<file path="src/rtl/hex_display_scanner.sv">
// Time-multiplexed seven-segment scan controller with a frame-synchronous shadow of the displayed value.
// Optional leading-zero blanking is enabled by defining HEX_SCAN_LZ_BLANK_EN.
module hex_display_scanner #(
  parameter int DIGITS   = 4,
  parameter int SCAN_DIV = 50000
) (
  input  logic                  clk,
  input  logic                  rst_n,
  input  logic                  load,
  input  logic [4*DIGITS-1:0]   value,
  output logic [3:0]            dig_bin,
  output logic [DIGITS-1:0]     dig_sel_n,
  output logic                  dig_blank,
  output logic                  frame_done,
  output logic                  pending
);

  localparam int PW = $clog2(SCAN_DIV);
  localparam int IW = $clog2(DIGITS);
  localparam logic [PW-1:0] PRE_LAST = PW'(SCAN_DIV - 1);
  localparam logic [IW-1:0] IDX_LAST = IW'(DIGITS - 1);

  logic [PW-1:0]       pre, pre_nxt;
  logic [IW-1:0]       idx, idx_nxt;
  logic [4*DIGITS-1:0] disp, disp_nxt, pbuf;
  logic                tick, wrap;

  // Outputs are registered from next-state values so enable and data never skew.
  always_comb begin
    tick     = (pre == PRE_LAST);
    wrap     = tick && (idx == IDX_LAST);
    pre_nxt  = tick ? '0 : pre + 1'b1;
    idx_nxt  = idx;
    if (tick) idx_nxt = wrap ? '0 : idx + 1'b1;
    disp_nxt = disp;
    if (wrap) begin
      if (load)         disp_nxt = value;
      else if (pending) disp_nxt = pbuf;
    end
  end

  always_ff @(posedge clk or negedge rst_n) begin
    if (!rst_n) begin
      pre        <= '0;
      idx        <= '0;
      disp       <= '0;
      pbuf       <= '0;
      pending    <= 1'b0;
      frame_done <= 1'b0;
      dig_sel_n  <= '1;
      dig_bin    <= 4'h0;
    end else begin
      pre        <= pre_nxt;
      idx        <= idx_nxt;
      disp       <= disp_nxt;
      frame_done <= wrap;
      if (load && !wrap) begin
        pbuf    <= value;
        pending <= 1'b1;
      end else if (wrap) begin
        pending <= 1'b0;
      end
      dig_sel_n <= ~(DIGITS'(1) << idx_nxt);
      dig_bin   <= disp_nxt[4*idx_nxt +: 4];
    end
  end

`ifdef HEX_SCAN_LZ_BLANK_EN
  logic [DIGITS-1:0] lz;
  logic              blank_nxt;

  // lz[k] is set when every nibble from k up to the top digit is zero.
  always_comb begin
    lz = '0;
    lz[DIGITS-1] = (disp_nxt[4*(DIGITS-1) +: 4] == 4'h0);
    for (int k = DIGITS - 2; k >= 0; k--) begin
      lz[k] = lz[k+1] && (disp_nxt[4*k +: 4] == 4'h0);
    end
    blank_nxt = (idx_nxt != '0) && lz[idx_nxt];
  end

  always_ff @(posedge clk or negedge rst_n) begin
    if (!rst_n) dig_blank <= 1'b0;
    else        dig_blank <= blank_nxt;
  end
`else
  assign dig_blank = 1'b0;
`endif

endmodule

</file>
<file path="config.mk">
export PLATFORM = sky130hd
export DESIGN_NAME = hex_display_scanner
export DESIGN_NICKNAME = d
export VERILOG_FILES = /design/src/rtl/hex_display_scanner.sv
export SDC_FILE = /design/constraint.sdc
export NUM_CORES = 1
export LEC_CHECK = 0
export BUFFER_PORTS_ARGS = -buffer_cell sky130_fd_sc_hd__buf_2
export CAP_MARGIN = 5
export CORE_AREA = 2 2 75 77
export CTS_CLUSTER_DIAMETER = 80
export CTS_CLUSTER_SIZE = 40
export DETAILED_ROUTE_END_ITERATION = 7
export DIE_AREA = 0 0 77 79
export GPL_ROUTABILITY_DRIVEN = 0
export PLACE_DENSITY = 0.8
export SLEW_MARGIN = 40
export SYNTH_ARGS = -nofsm -noshare
export SYNTH_HDL_FRONTEND = slang
export SYNTH_SLANG_ARGS = --single-unit
</file>
<file path="constraint.sdc">
create_clock -name clk -period 2.35 [get_ports clk]
set_input_delay 0.47 -clock clk [delete_from_list [all_inputs] [get_ports clk]]
set_output_delay 0.47 -clock clk [all_outputs]
set_load 0.1 [all_outputs]
</file>
==> results of run 1 <==
[repair_timing]
| action | CTS | global route |
|---|---|---|
| gates cloned | 0 | 0 |
| setup endpoints to repair | 3 | 4 |
| pin swaps | 0 | 4 |
| hold buffers | 0 | 0 |
| resized for setup | 1 | 22 |
| buffers inserted | 0 | 1 |
[metrics by stage]
stage	std cells	util [%]	setup TNS, ns	power, W
3_5_place_dp	353	56.9	0	0.00119
2_1_floorplan	240	-	0	0.00114
3_3_place_gp	353	56.8	0	0.00118
6_report	368	61.9	0	0.00196
4_1_cts	369	60.2	0	0.00198
5_1_grt	368	61.9	-0.0547	0.00203
[registers in the layout, summed over array words and instances (netlist names)]
name        cells
dig_sel_n       4
dig_bin         4
disp           16
idx             2
frame_done      1
pending         1
pbuf           16
pre            16
[report_power, final]
part	internal, W	leakage [nW]	switching, W
clock	0.000403	0.0889	0.000387
combinational	0.0000341	0.700	0.0000574
sequential	0.00106	0.669	0.0000161
[metal layers]
layer,track usage [%],vias up,share of wire [%]
met2,31.9,52,50
met5,0,-,0
li1,-,970,-
met1,26.9,1040,44
met4,10.5,0,2.2
met3,3.75,10,4.2
[worst max-delay path by stage]
| stage | end | depth (start not counted) |
|---|---|---|
| 4_1_cts | dig_bin[0]$_DFF_PN0_ | 9 |
| 6_report | dig_bin[1]$_DFF_PN0_ | 7 |
| 3_5_place_dp | dig_bin[1]$_DFF_PN0_ | 7 |
| 3_3_place_gp | dig_bin[1]$_DFF_PN0_ | 7 |
| 2_1_floorplan | pbuf[10]$_DFFE_PN0P_ | 6 |
| 5_1_grt | dig_bin[3]$_DFF_PN0_ | 8 |
[kinds of logic (layout without fill, tap and decap cells)]
kind of cell	after synthesis	after routing	synth area share, %
buf+inv	19	75	3.75
compound gates	29	29	8.30
mux	18	18	7.50
fa+ha+maj	2	2	0.937
other cells	1	1	0.141
xor+xnor	12	12	3.94
simple gates	99	99	19.0
flops	60	60	56.4
[critical path: cells and delay by family, from the launching register on]
kind	cells	cell delay [ns]
buf+inv	1	0.18
simple gates	5	1.39
compound gates	1	0.20
flops	1	0.38
[area by class of cell]
cell class	count	area (um^2)
timing repair buffer	52	337
tap	72	90.1
inverter	7	26.3
clock buffer	11	141
fill	433	2040
sequential	60	1510
clock inverter	5	27.5
multi-input combinational	161	1170
[placed cells by master, fill, tap and decap left out, types with 4 or more instances in the layout]
cell / n
buf_4: 22
buf_2: 28
nand3_2: 4
inv_1: 5
clkbuf_8: 10
nand3_1: 32
dfrtp_1: 56
nor2_2: 4
a22oi_2: 7
mux2_1: 15
clkinv_2: 4
nand2_1: 28
nor2_1: 11
a32oi_1: 15
xor2_1: 9
dfstp_2: 4
==> flow_metrics.env, run 1 <==
export IMPL_dieHeight_um=79
export IMPL_antenna_left=0
export IMPL_groute_usage_overall_pct=20.2
export IMPL_clk_pin_slew_ns=0.07
export IMPL_required_ns=2.57
export IMPL_run_status="complete, no violations"
export IMPL_synth_distinct_cells=34
export IMPL_slew_headroom_pct=53.6
export IMPL_area_growth_pct=23.7
export IMPL_worstReg2RegEnd="dig_bin[1]$_DFF_PN0_"
export IMPL_pre_cts_ws_ns=0.00431
export IMPL_synthTopCellsByCount="dfrtp_1, nand3_1, nand2_1"
export IMPL_synth_nets=261
export IMPL_crit_fanout=5
export IMPL_async_reset_ff_share_pct=100
export IMPL_synth_area_top_cells="dfrtp_1, nand3_1, mux2_1"
export IMPL_viasPerCell=5.63
export IMPL_remaining_drc_errors=0
export IMPL_worst_slew_pin_slew_ns=0.695
export IMPL_initial_core_util_pct=50.0
export IMPL_synth_seq_cells=60
export IMPL_regToRegSetupSlack_ns=0.07
export IMPL_rsz0062_at_grt="true"
export IMPL_cts_tree="yes"
export IMPL_synthFlopType="dfrtp_1"
export IMPL_p_leak_nw=1.46
export IMPL_path_cells="or4b_4 > or4_4 > buf_4 > nand2_1 > nand3_2 > a22oi_2 > nand2_1"
export IMPL_drtIter0Drc=129
export IMPL_setup_viol=0
export IMPL_start_kind="flop"
export IMPL_grt_pass1_vias=2111
export IMPL_ys_seq_area_share_pct=56.4
export IMPL_ir_drop_mv=0.502
export IMPL_hold_violations=0
export IMPL_root_buffer="clkbuf_8"
export IMPL_grt_overflow=0
export IMPL_synth_area_mm2=0.00267
export IMPL_startpoint="pre[12]$_DFF_PN0_"
export IMPL_hold_path_class="in -> async"
export IMPL_syn_avg_cell_area_um2=11.1
export IMPL_yosysMostFrequentCell="dfrtp_1"
export IMPL_finish_net_count=312
export IMPL_syn_instance_count=240
export IMPL_finalInstanceArea_mm2=0.00330
export IMPL_cts_htree_levels=3
export IMPL_rows=27
export IMPL_slew_viol_final=0
export IMPL_cts_sinks=60
export IMPL_worst_setup_path_type="reg -> reg"
export IMPL_clockBufferDepth=2
export IMPL_post_dp_cell_area_mm2=0.00304
export IMPL_synth_top_cell_by_area="dfrtp_1"
export IMPL_netlist_area_leader_share_pct=52.5
export IMPL_port_buffers=28
export IMPL_setup_slack_ns=0.0733
export IMPL_ys_warn_count=0
export IMPL_r2r_start="pre[12]$_DFF_PN0_"
export IMPL_holdWs_ns=0.0726
export IMPL_drv_cap=0
export IMPL_hpwl_um=3890
export IMPL_synth_edf_count=0
export IMPL_cp_common_cell="nand2_1"
export IMPL_skew_ns=0.00644
export IMPL_die_area_mm2=0.00608
export IMPL_via_count=2072
export IMPL_die_x_um=77
export IMPL_coreArea_mm2=0.00534
export IMPL_r2r_cells=7
export IMPL_slowest_stage="or4_4"
export IMPL_routedWlPerCell_um=15.5
export IMPL_post_route_period_util_pct=96.9
export IMPL_numCtsBuffers=9
export IMPL_cp_slowest_stage_delay_ns=0.58
export IMPL_clkLatencyLatePin_ns=0.33
export IMPL_first_pass_iters=5
export IMPL_powerDensity_mw_per_mm2=593
export IMPL_ioPinCount=30
export IMPL_fmax_ghz=0.439
export IMPL_wirelength_um=5710
export IMPL_end_kind="flop"
export IMPL_antenna_cells=0
export IMPL_grt_pass1_wl_um=9580
export IMPL_grt_max_degree=33
export IMPL_antenna_found_initial=0
export IMPL_worstPathArrival_ns=2.50
export IMPL_finalCriticalPeriod_ns=2.28
export IMPL_drive_gt1_share_pct=33.4
Note: power is estimated with default switching activity, not from simulation.
==> run 2, diff against run 1 <==
Settings changed: PLACE_DENSITY 0.8 to 0.73.
==> flow_metrics.env, run 2 (same netlist as run 1, synthesis figures left out) <==
export IMPL_run_status="complete, no violations"
export IMPL_met1_usage_pct=26.3
export IMPL_place_inst=353
export IMPL_nFillCells=429
export IMPL_hold_violations=0
export IMPL_path_cells="or4b_4 > or4_4 > buf_12 > nand2_4 > mux2_1"
export IMPL_worstReg2RegEnd="pbuf[7]$_DFFE_PN0P_"
export IMPL_first_pass_iters=4
export IMPL_required_ns=2.56
export IMPL_setup_viol=0
export IMPL_p_leak_nw=1.49
export IMPL_fmax_ghz=0.436
export IMPL_worst_setup_path_type="reg -> reg"
export IMPL_post_dp_cell_area_mm2=0.00304
export IMPL_start_kind="flop"
export IMPL_finish_net_count=316
export IMPL_regToRegSetupSlack_ns=0.06
export IMPL_slowest_stage="or4b_4"
export IMPL_rows=27
export IMPL_clockBufferDepth=2
export IMPL_clkLatencyLatePin_ns=0.33
export IMPL_grt_max_degree=33
export IMPL_drive_gt1_share_pct=32.8
export IMPL_antenna_left=0
export IMPL_grt_pass1_vias=1966
export IMPL_end_kind="flop"
export IMPL_wirelength_um=5690
export IMPL_multi_input_area_mm2=0.00119
export IMPL_die_area_mm2=0.00608
export IMPL_drv_cap=0
export IMPL_cts_sinks=60
export IMPL_reg_largest_list="disp: 16 flops, pbuf: 16 flops, pre: 16 flops"
export IMPL_finish_utilization_pct=63.1
export IMPL_port_buffers=28
export IMPL_fin_total_pwr_w=0.00205
export IMPL_grt_overflow=0
export IMPL_groute_usage_overall_pct=19.3
export IMPL_post_route_period_util_pct=97.6
export IMPL_worst_slew_pin_slew_ns=0.645
export IMPL_antenna_cells=0
export IMPL_coreArea_mm2=0.00534
export IMPL_met2_usage_pct=26.3
export IMPL_final_cell_mix="dfrtp_1, nand3_1, nand2_1, buf_2, buf_4"
export IMPL_routedWlPerCell_um=15.3
export IMPL_hpwl_um=3840
export IMPL_rsz0062_at_grt="true"
export IMPL_cp_slowest_stage_delay_ns=0.57
export IMPL_dieHeight_um=79
export IMPL_finalCriticalPeriod_ns=2.29
export IMPL_cts_htree_levels=3
export IMPL_viasPerCell=5.56
export IMPL_antenna_found_initial=0
export IMPL_crit_fanout=18
export IMPL_hold_path_class="in -> async"
export IMPL_skew_ns=0.00711
export IMPL_stdcell_count=371
export IMPL_via_count=2064
export IMPL_layout_commonest_cell="dfrtp_1"
export IMPL_finalInstanceArea_mm2=0.00337
export IMPL_r2r_cells=5
export IMPL_cts_hold_buf=0
export IMPL_grt_pass1_wl_um=8970
export IMPL_ir_drop_mv=0.473
export IMPL_cts_tree="yes"
export IMPL_numCtsBuffers=9
export IMPL_root_buffer="clkbuf_8"
export IMPL_die_x_um=77
export IMPL_initial_core_util_pct=50.0
export IMPL_area_growth_pct=26.2
export IMPL_slew_viol_final=0
export IMPL_ioPinCount=30
export IMPL_worstPathArrival_ns=2.50
export IMPL_drtIter0Drc=147
export IMPL_powerDensity_mw_per_mm2=608
export IMPL_remaining_drc_errors=0
export IMPL_slew_headroom_pct=56.8
export IMPL_ff_latch_area_mm2=0.00151
export IMPL_grt_busiest_layer="met1"
export IMPL_met3_usage_pct=6.36
export IMPL_clk_pin_slew_ns=0.06
export IMPL_r2r_start="pre[4]$_DFF_PN0_"
run 2: metrics by stage:
stage	setup TNS, ns	hold WS, ns	setup WS [ns]
2_1_floorplan	0	0.174	0.0378
3_3_place_gp	0	0.436	0.00194
3_5_place_dp	-0.292	0.446	-0.0266
4_1_cts	0	0.0755	0.000176
5_1_grt	-0.169	0.110	-0.0623
6_report	0	0.0798	0.0570
run 2: worst max-delay path by stage:
stage                       from              endpoint  slack (ns)  cells past startpoint
2_1_floorplan   pre[4]$_DFF_PN0_  pbuf[10]$_DFFE_PN0P_        0.04                      6
3_3_place_gp    pre[4]$_DFF_PN0_   pbuf[1]$_DFFE_PN0P_       0.002                      5
3_5_place_dp    pre[4]$_DFF_PN0_   pbuf[1]$_DFFE_PN0P_       -0.03                      5
4_1_cts         pre[4]$_DFF_PN0_  dig_bin[0]$_DFF_PN0_      0.0002                      9
5_1_grt        pre[12]$_DFF_PN0_  dig_bin[3]$_DFF_PN0_       -0.06                      8
6_report        pre[4]$_DFF_PN0_   pbuf[7]$_DFFE_PN0P_        0.06                      5
run 2: layer usage:
| metal | wire length (um) | vias up |
|---|---|---|
| li1 | - | 982 |
| met3 | 309 | 11 |
| met1 | 2570 | 1012 |
| met5 | 0 | - |
| met2 | 2690 | 59 |
| met4 | 122 | 0 |
run 2: worst max-delay path, delay by kind of cell (launching register included):
family	cells	cell delay (ns)
buffers and inverters	1	0.17
muxes	1	0.34
DFF	1	0.39
and+or+nand+nor	3	1.26
run 2: timing repair:
item	in CTS	in global routing
resized for setup	3	24
endpoints found under the setup margin	19	15
pin swaps	0	9
cloned	0	1
setup buffers	0	4
run 2: final cells by class:
class	count	area share, %
inverter	7	0.780
tap	72	2.67
multi-input combinational	162	35.2
timing repair buffer	55	11.1
clock inverter	2	1.04
sequential	60	44.7
clock buffer	13	4.42
run 2: where the power goes:
part           switching [W]  leakage, nW  internal (W)
registers          0.0000155        0.669       0.00106
logic              0.0000587        0.732     0.0000350
clock network       0.000366       0.0935      0.000512
==> run 3, diff against run 2 <==
Settings changed: CORE_AREA 2 2 75 77 to 2 2 70 72, DIE_AREA 0 0 77 79 to 0 0 72 74, PLACE_DENSITY 0.73 to 0.8.
Clock period 2.35 ns to 2.8 ns, I/O delays scaled along.
==> flow_metrics.env, run 3 (same netlist as run 1, synthesis figures left out) <==
export IMPL_run_status="complete, no violations"
export IMPL_end_kind="flop"
export IMPL_post_route_period_util_pct=93.4
export IMPL_antenna_found_initial=0
export IMPL_start_kind="flop"
export IMPL_rsz0062_at_grt="false"
export IMPL_cts_tree="yes"
export IMPL_clockPowerShare_pct=44.9
export IMPL_coreArea_mm2=0.00460
export IMPL_slew_viol_final=0
export IMPL_root_buffer="clkbuf_8"
export IMPL_grt_pass1_vias=1863
export IMPL_swShare_pct=21.0
export IMPL_skew_ns=0.0107
export IMPL_clkLatencyLatePin_ns=0.34
export IMPL_final_cell_mix="dfrtp_1, nand3_1, nand2_1, buf_2, nor2_1"
export IMPL_crit_fanout=16
export IMPL_remaining_drc_errors=0
export IMPL_r2r_start="pre[4]$_DFF_PN0_"
export IMPL_pwr_share_comb_pct=4.3
export IMPL_hold_violations=0
export IMPL_hold_path_class="in -> async"
export IMPL_startpoint="pre[4]$_DFF_PN0_"
export IMPL_cts_htree_levels=3
export IMPL_routedWlPerCell_um=16.1
export IMPL_drtIter0Drc=134
export IMPL_worst_slew_pin_slew_ns=0.676
export IMPL_multi_input_area_mm2=0.00107
export IMPL_groute_usage_overall_pct=23.4
export IMPL_worstPathArrival_ns=2.83
export IMPL_finalCriticalPeriod_ns=2.62
export IMPL_powerDensity_mw_per_mm2=578
export IMPL_via_count=1948
export IMPL_reg_largest_list="disp: 16 flops, pbuf: 16 flops, pre: 16 flops"
export IMPL_drv_cap=0
export IMPL_p_leak_nw=1.37
export IMPL_grt_pass1_wl_um=9320
export IMPL_hpwl_um=3590
export IMPL_required_ns=3.01
export IMPL_layout_commonest_cell="dfrtp_1"
export IMPL_antenna_cells=0
export IMPL_dieHeight_um=74
export IMPL_setup_viol=0
export IMPL_post_dp_cell_area_mm2=0.00287
export IMPL_first_pass_iters=4
export IMPL_antenna_left=0
export IMPL_finish_utilization_pct=66.9
export IMPL_finalSetupTns_ns=0
export IMPL_wirelength_um=5330
export IMPL_slew_headroom_pct=54.9
export IMPL_rows=25
export IMPL_die_x_um=72
export IMPL_ir_drop_mv=0.396
export IMPL_internal_power_w=0.00140
export IMPL_switchingPower_w=0.000373
export IMPL_area_growth_pct=15.3
export IMPL_die_area_mm2=0.00533
export IMPL_grt_overflow=0
export IMPL_clk_pin_slew_ns=0.06
export IMPL_cts_sinks=60
export IMPL_seqPwrFrac_pct=50.9
export IMPL_ff_latch_area_mm2=0.00151
export IMPL_port_buffers=28
export IMPL_numCtsBuffers=9
export IMPL_clockBufferDepth=2
export IMPL_cts_setup_buffers=0
export IMPL_grt_max_degree=33
export IMPL_ioPinCount=30
export IMPL_finalInstanceArea_mm2=0.00308
export IMPL_viasPerCell=5.87
export IMPL_initial_core_util_pct=58.0
export IMPL_cts_resized_gates=0
export IMPL_cts_hold_buf=0
export IMPL_nFillCells=334
export IMPL_finish_net_count=294
export IMPL_drive_gt1_share_pct=21.6
export IMPL_worst_setup_path_type="reg -> reg"
export IMPL_fmax_ghz=0.382
## run 3: changes by cell type in the layout (fill, tap and decap cells not counted), moves of 2 or more
cell / change
buf_4: -18
a22oi_1: +7
a22oi_2: -7
nor2_1: +4
nor2_2: -3
buf_6: -2
clkbuf_8: +2
inv_1: +2
inv_2: -2
mux2i_1: +2
mux2i_4: -2
## run 3: layer usage
layer | track usage (%) | wire length (um) | vias up | share of wire, %
met5 | 0 | 0 | - | 0
met4 | 11.5 | 104 | 0 | 2.0
met3 | 5.01 | 277 | 8 | 5.2
met2 | 34.1 | 2450 | 60 | 46
met1 | 33.6 | 2500 | 947 | 47
li1 | - | - | 933 | -
## run 3: critical path, stage by stage, from the launching register on
cell	delay (ns)
dfrtp_1	0.41
or4b_4	0.59
or4_1	0.79
nand2_4	0.33
mux2_1	0.36
## run 3: area by class of cell
cell class	count	area share, %
clock buffers	15	5.73
repair buffers	34	6.42
flip-flops and latches	60	48.9
multi-input cells	161	34.9
well taps	54	2.20
inverters	7	0.854
clock inverters	1	0.976
## run 3: metrics by stage
stage          total power (W)  cells  setup WS [ns]  hold WS [ns]
3_3_place_gp          0.000993    316          0.250         0.470
5_1_grt                0.00184    332         0.0171         0.320
6_report               0.00178    332          0.185         0.261
2_1_floorplan         0.000953    240          0.488         0.264
4_1_cts                0.00179    332          0.174         0.275
3_5_place_dp          0.000997    316          0.192         0.484
## run 3: worst paths after layout
path / cells past startpoint / end / slack (ns)
min: 1 / pre[8]$_DFF_PN0_ / 0.26
min in group clk: 2 / pbuf[15]$_DFFE_PN0P_ / 0.44
max in group asynchronous: 2 / pre[15]$_DFF_PN0_ / 1.94
max reg2reg: 4 / pbuf[3]$_DFFE_PN0P_ / 0.18
min reg2reg: 1 / pre[0]$_DFF_PN0_ / 0.49
max: 4 / pbuf[3]$_DFFE_PN0P_ / 0.18
## run 3: power groups by stage
stage	Combinational (W)	Clock (W)	Sequential [W]
2_1_floorplan	0.0000390	0	0.000914
3_3_place_gp	0.0000752	0	0.000918
3_5_place_dp	0.0000777	0	0.000919
4_1_cts	0.0000779	0.000812	0.000903
5_1_grt	0.0000864	0.000848	0.000906
6_report	0.0000762	0.000797	0.000904
